`config.mk`:
```
export PLATFORM = sky130hd
export DESIGN_NAME = fetch_ifid_stage
export DESIGN_NICKNAME = d
export VERILOG_FILES = /design/src/rtl/fetch_ifid_stage.sv
export SDC_FILE = /design/constraint.sdc
export NUM_CORES = 1
export LEC_CHECK = 0
export CAP_MARGIN = 5
export CELL_PAD_IN_SITES_DETAIL_PLACEMENT = 1
export CELL_PAD_IN_SITES_GLOBAL_PLACEMENT = 1
export CORE_MARGIN = 2
export CORE_UTILIZATION = 28
export CTS_CLUSTER_DIAMETER = 30
export DETAILED_ROUTE_END_ITERATION = 7
export PLACE_DENSITY = 0.79
export SYNTH_ARGS = -nofsm -noshare
export SYNTH_HDL_FRONTEND = slang
export SYNTH_SLANG_ARGS = --single-unit
```
`constraint.sdc`:
```
create_clock -name clk -period 3.6 [get_ports clk]
set_input_delay 0.36 -clock clk [delete_from_list [all_inputs] [get_ports clk]]
set_output_delay 0.36 -clock clk [all_outputs]
set_load 0.01 [all_outputs]
```
`src/rtl/fetch_ifid_stage.sv`:
```
// fetch_ifid_stage: RV32I fetch stage (PCF, next-PC select) plus IF/ID pipeline register.
// Define PERF_CNT_EN to build the stall/flush/fetch performance counters.
module fetch_ifid_stage #(
  parameter int              XLEN      = 32,
  parameter logic [XLEN-1:0] RESET_PC  = '0,
  parameter logic [31:0]     NOP_INSTR = 32'h0000_0013,
  parameter int              CNT_W     = 32
) (
  input  logic             clk,
  input  logic             reset,
  input  logic             stallF,
  input  logic             stallD,
  input  logic             FlushD,
  input  logic             PcSrcE,
  input  logic [XLEN-1:0]  PCTargetE,
  input  logic [31:0]      InstrF,
  output logic [XLEN-1:0]  PCF,
  output logic [31:0]      InstrD,
  output logic [XLEN-1:0]  PCD,
  output logic [XLEN-1:0]  PCPlus4D,
  output logic             ValidD,
  input  logic             PerfClr,
  output logic [CNT_W-1:0] StallCnt,
  output logic [CNT_W-1:0] FlushCnt,
  output logic [CNT_W-1:0] FetchCnt
);
  logic [XLEN-1:0] r_pc;
  logic [XLEN-1:0] w_pc_plus4;
  logic [XLEN-1:0] w_pc_next;
  logic [31:0]     r_instr;
  logic [XLEN-1:0] r_pcd;
  logic [XLEN-1:0] r_pcp4d;
  logic            r_valid;
  assign w_pc_plus4 = r_pc + XLEN'(4);
  // A redirect must never be lost, so it overrides a fetch stall.
  assign w_pc_next = PcSrcE ? PCTargetE : stallF ? r_pc : w_pc_plus4;
  always_ff @(posedge clk or posedge reset)
    if (reset) r_pc <= RESET_PC;
    else r_pc <= w_pc_next;
  always_ff @(posedge clk or posedge reset)
    if (reset) begin
      r_instr <= NOP_INSTR;
      r_pcd   <= '0;
      r_pcp4d <= '0;
      r_valid <= 1'b0;
    end else if (FlushD) begin
      r_instr <= NOP_INSTR;
      r_pcd   <= '0;
      r_pcp4d <= '0;
      r_valid <= 1'b0;
    end else if (!stallD) begin
      r_instr <= InstrF;
      r_pcd   <= r_pc;
      r_pcp4d <= w_pc_plus4;
      r_valid <= 1'b1;
    end
  assign PCF      = r_pc;
  assign InstrD   = r_instr;
  assign PCD      = r_pcd;
  assign PCPlus4D = r_pcp4d;
  assign ValidD   = r_valid;
`ifdef PERF_CNT_EN
  logic             w_stall_cyc;
  logic             w_accept;
  logic [CNT_W-1:0] r_stall_cnt;
  logic [CNT_W-1:0] r_flush_cnt;
  logic [CNT_W-1:0] r_fetch_cnt;
  assign w_stall_cyc = stallD & ~FlushD;
  assign w_accept    = ~stallD & ~FlushD;
  // Counters saturate at all-ones; a clear beats a same-cycle increment.
  always_ff @(posedge clk or posedge reset)
    if (reset) begin
      r_stall_cnt <= '0;
      r_flush_cnt <= '0;
      r_fetch_cnt <= '0;
    end else if (PerfClr) begin
      r_stall_cnt <= '0;
      r_flush_cnt <= '0;
      r_fetch_cnt <= '0;
    end else begin
      r_stall_cnt <= (w_stall_cyc && !(&r_stall_cnt)) ? r_stall_cnt + CNT_W'(1) : r_stall_cnt;
      r_flush_cnt <= (FlushD && !(&r_flush_cnt)) ? r_flush_cnt + CNT_W'(1) : r_flush_cnt;
      r_fetch_cnt <= (w_accept && !(&r_fetch_cnt)) ? r_fetch_cnt + CNT_W'(1) : r_fetch_cnt;
    end
  assign StallCnt = r_stall_cnt;
  assign FlushCnt = r_flush_cnt;
  assign FetchCnt = r_fetch_cnt;
`else
  logic w_unused_perf;
  assign w_unused_perf = PerfClr;
  assign StallCnt = '0;
  assign FlushCnt = '0;
  assign FetchCnt = '0;
`endif
endmodule

```
== Word level (Yosys, flattened, before mapping) ==
Index checks and enable logic that the tools add are counted.
W data, S select, Z words.
Word-level totals
  register bits after elaboration: 129
  input bits: 71
  output and inout bits: 225
Cells by class
  add/subtract/negate cells: 1
  equality and inequality tests: 2
  muxes and demuxes: 10
Operator list (count)
  $mux W32: 8
  $add A32 B3 Y32 const B: 1
  $ne A2 B1 Y1 const B: 2
  $mux W1: 2

== Logic depth before layout (Yosys ltp) ==
  depth after elaboration: 3
  depth in mapped cells: 7

== Least setup slack after synthesis ==
OpenSTA, ideal clock, no wires.
  path type: register to register
  from: register r_pc[3] (netlist: PCF[3])
  to: register r_pcp4d[30] (netlist: PCPlus4D[30])
  setup time: 0.099 ns
  data arrival time: 2.212 ns
  setup slack: 1.289 ns
  stages on the path, launching flop included: 6
  buffers on the path: 0
  period minus slack after synthesis: 2.311 ns
  cells stage by stage: dfrtp_1 -> ha_1 -> nand3_2 -> or4_4 -> or4_1 -> a311oi_1
On the way
  longest elaborated chain between the ends: 3
Ends and longest elaborated chain
  from (decl): RTL line 27  | logic [XLEN-1:0] r_pc;
  from (signal assigned): RTL line 39  | else r_pc <= w_pc_next;
  $add A32 B3 Y32: RTL line 34  | assign w_pc_plus4 = r_pc + XLEN'(4);
  $mux W32: RTL line 51  | end else if (!stallD) begin
  $mux W32: RTL line 46  | end else if (FlushD) begin
  to (signal assigned): RTL line 54  | r_pcp4d <= w_pc_plus4;
  to (decl): RTL line 32  | logic [XLEN-1:0] r_pcp4d;
Every way passes these cells. The select of a mux whose other input is x is not followed.
A chain may end at the register's enable or synchronous reset.

== Worst setup path after layout ==
  from: register r_pc[2] (netlist: PCF[2])
  to: register r_pcp4d[30] (netlist: PCPlus4D[30])
The elaborated chain is that of the path after synthesis.

==> results.yml <==
synthesis:
  syn_avg_cell_area_um2: 9.74
  ys_types: 51
  synthSimpleGateAreaFrac_pct: 16.6
  synth_area_um2: 6900
  ys.warnings.count: 0
  ys_async_sr_fraction_pct: 100
  synth_flop_cell: "dfrtp_1"
  synth_compound_area_share_pct: 9.09
  ys_seq_area_share_pct: 46.1
  synthAdderAreaFrac_pct: 0.181
  yosys_register_bits: 127
  synth_top_family_by_area: "simple AND/OR/NAND/NOR gates"
  synthCells: 708
  synth-xor-area-share_pct: 3.43
  synth_mux_area_share_pct: 9.47
  synth_edf_count: 0
timing:
  fmax_ghz: 0.380
  worstMarginPinSlew_ns: 1.12
  fin_crit_sh_pct: 73.1
  period_needed_ns: 2.63
  final.setup_skew_ns: 0.00929
  finalSetupViolations: 0
  fin_setup_tns_ns: 0
  maxSlewViolCount: 0
  relSlewSlack_pct: 25.5
  rsz0062_at_grt: "false"
  setup_ws_ns: 0.969
  hold_viol_final: 0
pwr:
  p_seq_share_pct: 39.8
  p_leak_nw: 3.99
  p_sw_w: 0.00114
  pwr-share-comb_pct: 17.7
  intPower_w: 0.00305
  p_clk_share_pct: 42.5
  peakVddDrop_mv: 0.260
  p_sw_share_pct: 27.2
  finalPower_w: 0.00419
  powerDensity_nw_per_um2: 448
final_layout:
  layout_commonest_cell: "clkdlybuf4s50_1"
  fillers: 2759
  fin_area_um2: 9350
  area_growth_pct: 35.6
  seq_area_um2: 3180
  layout-drive-gt1-share_pct: 5.75
  layout_common_cells: "196 x clkdlybuf4s50_1, 124 x dfrtp_1, 101 x nor2_1, 96 x conb_1, 63 x mux2i_1"
  layout.nets: 946
  multiInputGateArea_um2: 3030
route:
  routed_wl_um: 21700
  via_per_inst: 4.64
  drcViolationCount: 0
  drt_iter0_markers: 260
  vias: 5626
  ant_nets: 0
  drt-pass1-iter-count: 4
  wl_per_cell_um: 17.9
setup_path:
  path_cells: "ha_1 -> nand3_2 -> or4_4 -> or4_1 -> a311oi_1"
  cp-start-kind: "register"
  cpPeakStageDelay_ns: 0.65
  path_buf_inv: 0
  cpMaxStageDelayCell: "or4_4"
  rrSetupSlack_ns: 0.97
  worstPathRequired_ns: 3.91
  path_delay_family: "simple AND/OR/NAND/NOR gates"
  criticalPathCategory: "register to register"
  endpoint_kind: "register"
  path_max_fanout: 10
  arrival_ns: 2.94
die:
  io_pins: 296
  die_area_um2: 25900
  start_util_pct: 28.4
  die_h_um: 161
  rows: 57
  placeableCoreArea_um2: 24200
  die_w_um: 161
clock_tree:
  clock_latency_ns: 0.42
  clk_pin_slew_ns: 0.06
  cts_buffers: 17
  cts_resized: 0
  h-tree-depth: 4
  cts_setup_buffers: 0
  postCtsHoldBufs: 0
  cts-root-buf: "clkbuf_16"
  cts.sinks: 127
  cts_buffer_depth: 2
  cts_tree: "yes"
global_route:
  grt_pass1_vias: 5787
  antenna_found_initial: 0
  grt_usage_pct: 16.8
  grt_pass1_wl_um: 33700
  grt_max_degree: 98
  overflow: 0
job:
  max-cap-violations: 0
status:
  status: "finished, final reports clean"
min_path:
  hp-class: "input pin to async pin"
placement:
  port_buffers: 198
  gp_congestion: 0.783
  dp_slack_ns: 0.830
  dpl.hpwl_um: 15400
  placed_area_um2: 8750
## metal layers
layer	track usage, %	vias up	share of wire (%)
met2	27.3	213	47
met4	6.25	0	2.5
met5	0	-	0
li1	-	2595	-
met1	21.3	2790	44
met3	4.73	28	6.4
## path summary, 6_finish.rpt
check                              start      endpoint  cells past startpoint
max                               PCF[2]  PCPlus4D[30]                      5
min                                reset       PCD[27]                      2
max reg2reg                       PCF[2]  PCPlus4D[30]                      5
min reg2reg                  PCPlus4D[3]   PCPlus4D[3]                      2
max in group asynchronous          reset   PCPlus4D[8]                      3
min in group clk           PCTargetE[12]       PCF[12]                      3
## power groups by stage
stage	clock (W)	sequential (W)	combinational, W
2_1_floorplan	0	0.00168	0.000435
3_3_place_gp	0	0.00169	0.000731
3_5_place_dp	0	0.00169	0.000746
4_1_cts	0.00183	0.00167	0.000750
5_1_grt	0.00189	0.00169	0.000807
6_report	0.00178	0.00167	0.000741
## cell usage after synthesis (all sizes together), types with 8 or more instances
master	number	area, µm²
dfrtp	124	3100
buf	121	856
nor2	101	379
mux2i	63	631
clkbuf	35	134
nand2	32	120
o21ai	27	135
xnor2	19	166
or4	17	131
nand4	14	115
a211oi	13	97.6
inv	13	48.8
nand3	13	70.1
nor4	10	62.6
o31ai	10	75.1
a311oi	9	78.8
a31oi	9	56.3
or3	9	56.3
xor2	8	70.1
## stage by stage
stage | instances | utilization, % | hold WS, ns
final | 1212 | 38.6 | 0.435
after global routing | 1211 | 38.5 | 0.500
after CTS | 1211 | 38.5 | 0.461
after detailed placement | 1179 | 36.1 | 0.511
after global placement | 1179 | 36.1 | 0.503
after floorplan | 803 | - | 0.480
## flip-flops by register name (all words and copies together) (netlist names)
register and count:
InstrD 32, PCD 32, PCF 32, PCPlus4D 30, ValidD 1
## final cells by class
| cell class | count | share of cell area [%] |
|---|---|---|
| Antenna cell | 1 | 0.0268 |
| Multi-Input combinational cell | 507 | 32.4 |
| Inverter | 13 | 0.562 |
| Sequential cell | 127 | 34.0 |
| Timing Repair Buffer | 208 | 22.2 |
| Clock buffer | 26 | 5.23 |
| Tap cell | 324 | 4.34 |
| Clock inverter | 6 | 1.15 |
## cells by family after synthesis
logic type	Yosys count
and+or+nand+nor	226
muxes	65
adders and majority gates	1
buffers and inverters	169
xor gates and xnor gates	27
DFF	127
AOI/OAI and AO/OA	92
other	1
Power figures use the tool's default switching activity.
==> RTL edit 1: new RTL, same settings <==
The parameter `NOP_INSTR` goes from 32'h0000_0013 to 32'h00000009.
--- a/src/rtl/fetch_ifid_stage.sv
+++ b/src/rtl/fetch_ifid_stage.sv
@@ -4,5 +4,5 @@
   parameter int              XLEN      = 32,
   parameter logic [XLEN-1:0] RESET_PC  = '0,
-  parameter logic [31:0]     NOP_INSTR = 32'h0000_0013,
+  parameter logic [31:0]     NOP_INSTR = 32'h00000009,
   parameter int              CNT_W     = 32
 ) (
Formal check against the unedited RTL: not equivalent (Yosys sat finds a counterexample within 4 cycles, from zero or initial values and one cycle with reset high).
==> RTL edit 1 against the unedited design <==
  * Sequential power hardly changed
  * Wire length is 4.2% higher
  * Critical path depth did not move
  * Count of clock-buffer cells in the layout decreased by 3
  * Hold slack worse by 0.10 ns
  * Final area is essentially flat
  * Power decreased by 3.6%
  * Die area increased by 0.22%
  * Via count increased by 0.85%
  * Sequential cell count unchanged
  * Synthesized area grew 0.22%
  * Worst setup slack improved by 0.069 ns
  * Largest power group is now sequential cells
==> RTL edit 1: results (changes against the unedited design) <==
| Metric | Value |
|---|---|
| Final #Nets | `955 (+0.95%)` |
| Fill cells | `2761 (+0.072%)` |
| Non-clk invs | `14 (+1)` |
| Mapped Cells | `709 (+0.14%)` |
| Post-detail-place hpwl | `16200 um (+5.5%)` |
| #FFs+latches synth | `127 (unchanged)` |
| Met1 WL | `9820 um (+3.1%)` |
| Outcome | `finished clean` |
| Top cells by count, synth | `dfrtp_1, buf_4, nor2_1, mux2i_1, clkbuf_1` |
| Layout cells sized above 1 | `0.0661 (+0.00857)` |
| WL final | `22600 um (+4.2%)` |
| GR Util met3 | `0.0488 (+0.00153)` |
| CP max stage delay | `0.62 ns (-0.03 ns)` |
| Signal buffers | `215 (+3.4%)` |
| Slew HR | `0.382 (+0.127)` |
| Global routing usage on met2 | `0.290 (+0.0178)` |
| Crit Path Max Fanout | `10 (unchanged)` |
| Setup WS pre-CTS | `1.05 ns (+0.220 ns)` |
| Largest net degree at the start of global routing | `58 (-41%)` |
| Peak VDD IR | `0.215 mV (-17%)` |
| Metal2 WL | `10900 um (+7.0%)` |
| Clkbuf count | `23 (-12%)` |
| Post-detailed-route via-to-cell ratio | `4.66 (+0.44%)` |
| CTS Buf Count | `17 (unchanged)` |
| Placed cells | `1188 (+0.76%)` |
| Final setup viols | `0 (unchanged)` |
| Drt pass-1 iters | `4 (unchanged)` |
| Wire per inst | `18.6 um (+3.8%)` |
| Ant diodes | `0 (-1)` |
| Multi-input gate share of total cell area | `0.326 (+0.00205)` |
| Vias in the first global route | `5863 (+1.3%)` |
| Fmax | `390 MHz (+2.7%)` |
| GR Layer Usage met1 | `0.216 (+0.00337)` |
| Setup Skew | `0.0110 ns (+0.00174 ns)` |
| GPL Wtd Cong | `0.803 (+2.6%)` |
| Gr usage total | `0.173 (+0.00475)` |
| Non-clk buf share | `0.226 (+0.00387)` |
| Clock-cell share | `0.0577 (-0.00613)` |
| Register area share after synthesis | `0.460 (-0.00118)` |
| Design area | `9340 sq um (about the same)` |
| Flop2flop setup slack | `1.04 ns (+0.07 ns)` |
| Placed instance area | `8800 sq um (+0.63%)` |
| CP Data Arrival Time | `2.88 ns (-0.06 ns)` |
| Global-route wire length before repair | `34600 um (+2.7%)` |
| Ranking of synthesized cells by area | `dfrtp_1, buf_4, mux2i_1` |
| Comb_multi_in | `508 (+0.20%)` |
| Drt first-iter violations | `288 (+11%)` |
| Port Buffer Count | `198 (unchanged)` |
| Seq. cell area | `3180 sq um (about the same)` |
| Initial antenna violation count | `2 (+2)` |
| Static leakage | `4.01 nW (+0.57%)` |
RTL edit 1: cell count changes after synthesis, moves of 2 or more:
cell	change
a211o_1	+2
a31oi_1	-2
and2_1	-2
buf_1	-3
buf_4	+2
clkbuf_1	+2
clkbuf_2	-2
nand2_1	+2
nand3_1	-2
nand4_1	+2
nor3_1	+3
o31ai_1	-2
or4_1	-3
RTL edit 1: cells by family after synthesis:
logic type | count (synthesis) | synth area share
adder cells (fa/ha/maj) | 1 | 0.00181
flip-flops | 127 | 0.460
other | 1 | 0.000543
multiplexers | 66 | 0.0960
AND/OR/NAND/NOR | 226 | 0.165
AO/OA/AOI/OAI | 92 | 0.0918
buffers and inverters | 169 | 0.150
XOR/XNOR | 27 | 0.0342
RTL edit 1: report_power, final:
group / internal, mW / switching [mW] / leakage [nW]
logic: 0.372 / 0.379 / 2.12
registers: 1.53 / 0.136 / 1.63
clock network: 0.990 / 0.629 / 0.265
==> RTL edit 2: new RTL, config.mk and constraints unchanged <==
Made on the original files. Add an input register stage for `PCTargetE`, without a reset; this delays it by one clock. The other inputs are not delayed to match.
--- a/src/rtl/fetch_ifid_stage.sv
+++ b/src/rtl/fetch_ifid_stage.sv
@@ -25,4 +25,11 @@
   output logic [CNT_W-1:0] FetchCnt
 );
+
+  logic [XLEN-1:0] PCTargetE_q;
+
+  always_ff @(posedge clk) begin
+      PCTargetE_q <= PCTargetE;
+  end
+
   logic [XLEN-1:0] r_pc;
   logic [XLEN-1:0] w_pc_plus4;
@@ -34,5 +41,5 @@
   assign w_pc_plus4 = r_pc + XLEN'(4);
   // A redirect must never be lost, so it overrides a fetch stall.
-  assign w_pc_next = PcSrcE ? PCTargetE : stallF ? r_pc : w_pc_plus4;
+  assign w_pc_next = PcSrcE ? PCTargetE_q : stallF ? r_pc : w_pc_plus4;
   always_ff @(posedge clk or posedge reset)
     if (reset) r_pc <= RESET_PC;
Formal check against the unedited RTL: not equivalent (Yosys sat finds a counterexample within 4 cycles, from zero or initial values and one cycle with reset high).
==> RTL edit 2 against the unedited design <==
  * Wire length rose by 3.6%
  * Global-route usage fell by 0.83 points
  * Maximum frequency rose by 4.7%
  * Power rose by 9.3%
  * Via count rose by 3.1%
  * Final area rose by 7.2%
  * Worst setup slack improved by 0.12 ns
  * Sequential cell count rose by 32
  * Hold slack got worse by 0.062 ns
  * Synthesized area rose by 10%
  * Sequential share of layout area rose by 4.1 points
  * Clock skew rose by 0.0060 ns
  * Largest cell class unchanged
  * Largest power group is now sequential cells
==> RTL edit 2: results (changes against the unedited design) <==
| Metric | Value |
|---|---|
| Uppermost layer routed | `met5` |
| Distinct cells, synth | `51 (unchanged)` |
| Reg-to-reg startpoint | `PCF[8]` |
| Ranking of synthesized cells by area | `dfrtp_1, buf_4, dfxtp_1` |
| Largest net degree at the start of global routing | `128 (+31%)` |
| Register area share after synthesis | `0.504 (+0.0424)` |
| Hold Path Class | `in -> reg` |
| Vias in the first global route | `5951 (+2.8%)` |
| Wire per inst | `17.7 um (-1.3%)` |
| Startpoint Class | `flip-flop` |
| Static leakage | `4.26 nW (+6.8%)` |
| Drt pass-1 iters | `5 (+1)` |
| GPL Wtd Cong | `0.758 (-3.2%)` |
| Outcome | `finished clean` |
| Worst-path clk slew | `0.07 ns` |
| Post-detail-place hpwl | `15600 um (+1.7%)` |
| Gr usage total | `0.160 (-0.00826)` |
| Clk_lat worst skew | `0.43 ns` |
| Flop2flop setup slack | `1.09 ns (+0.12 ns)` |
| Vias | `5803 (+3.1%)` |
| Metal2 WL | `10900 um (+6.3%)` |
| Placed instance area | `9450 sq um (+8.0%)` |
| CTS Buffer Depth | `2 (unchanged)` |
| Setup Skew | `0.0153 ns (+0.00598 ns)` |
| Peak VDD IR | `0.229 mV (-12%)` |
| Slew HR | `0.249 (-0.00604)` |
| Drt first-iter violations | `275 (+5.8%)` |
| R2r endpoint | `PCF[25]` |
| Met1 WL | `9890 um (+3.8%)` |
| DR WL met3 | `1350 um (-2.9%)` |
| CP Data Arrival Time | `2.86 ns (-0.08 ns)` |
| Async S/R FF share, synth | `0.799 (-0.201)` |
| Initial antenna violation count | `3 (+3)` |
| Worst Reg2Reg Path Length in Cells | `4 (-1)` |
| Fill cells | `2999 (+8.7%)` |
| Crit Path Max Fanout | `15 (+5)` |
| Top cells by count, synth | `dfrtp_1, buf_4, nor2_1, mux2i_1, nand2_1` |
| Global-route wire length before repair | `35000 um (+3.6%)` |
| Clk root buf | `clkbuf_16` |
| Layout cells sized above 1 | `0.0689 (+0.0114)` |
| Final #Nets | `988 (+4.4%)` |
[RTL edit 2: worst min path at each step]
stage,slack (ns),end,startpoint
finish,0.37,PCTargetE_q[14],PCTargetE[14]
floorplan,0.39,PCTargetE_q[0],PCTargetE[0]
global placement,0.42,PCF[14],PCTargetE_q[14]
detailed placement,0.43,PCF[15],PCTargetE_q[15]
global route,0.35,PCTargetE_q[3],PCTargetE[3]
CTS,0.35,PCTargetE_q[14],PCTargetE[14]
[RTL edit 2: through the flow]
stage / setup WS (ns) / utilization / instances
finish: 1.09 / 0.374 / 1272
global route: 0.825 / 0.374 / 1270
CTS: 1.04 / 0.374 / 1270
detailed placement: 0.953 / 0.352 / 1238
global placement: 0.984 / 0.352 / 1238
floorplan: 1.49 / - / 845
[RTL edit 2: cell families (layout without fill, tap and decap cells)]
logic type / Yosys count / in the layout / synth area share
muxes: 63 / 63 / 0.0835
DFF: 159 / 159 / 0.504
xor gates and xnor gates: 26 / 26 / 0.0300
buffers and inverters: 173 / 257 / 0.140
adders and majority gates: 1 / 1 / 0.00165
other: 1 / 98 / 0.000494
and+or+nand+nor: 228 / 228 / 0.153
AOI/OAI and AO/OA: 99 / 99 / 0.0876
[RTL edit 2: power by group]
group / total [mW] / internal (mW) / switching [mW]
combinational: 0.741 / 0.370 / 0.371
sequential: 2.05 / 1.91 / 0.143
clock: 1.79 / 0.982 / 0.804
[RTL edit 2: worst max-delay path: stages, from the launching register on]
cell,delay [ns]
dfrtp_1,0.50
nand3_1,0.45
or4_4,0.77
or4_1,0.53
a31oi_1,0.17
[RTL edit 2: cell type report]
type	instances	area (sq um)	share of cell area
Antenna cell	2	5.00	0.000499
Timing Repair Buffer	209	2070	0.207
Clock buffer	18	439	0.0438
Tap cell	341	427	0.0426
Inverter	16	63.8	0.00637
Clock inverter	14	133	0.0132
Sequential cell	159	3820	0.381
Multi-Input combinational cell	513	3060	0.305
[RTL edit 2: per-layer routing]
| layer | vias up | GRT usage |
|---|---|---|
| li1 | 2730 | - |
| met1 | 2882 | 0.199 |
| met2 | 172 | 0.266 |
| met3 | 17 | 0.0510 |
| met4 | 2 | 0.0446 |
| met5 | - | 0 |
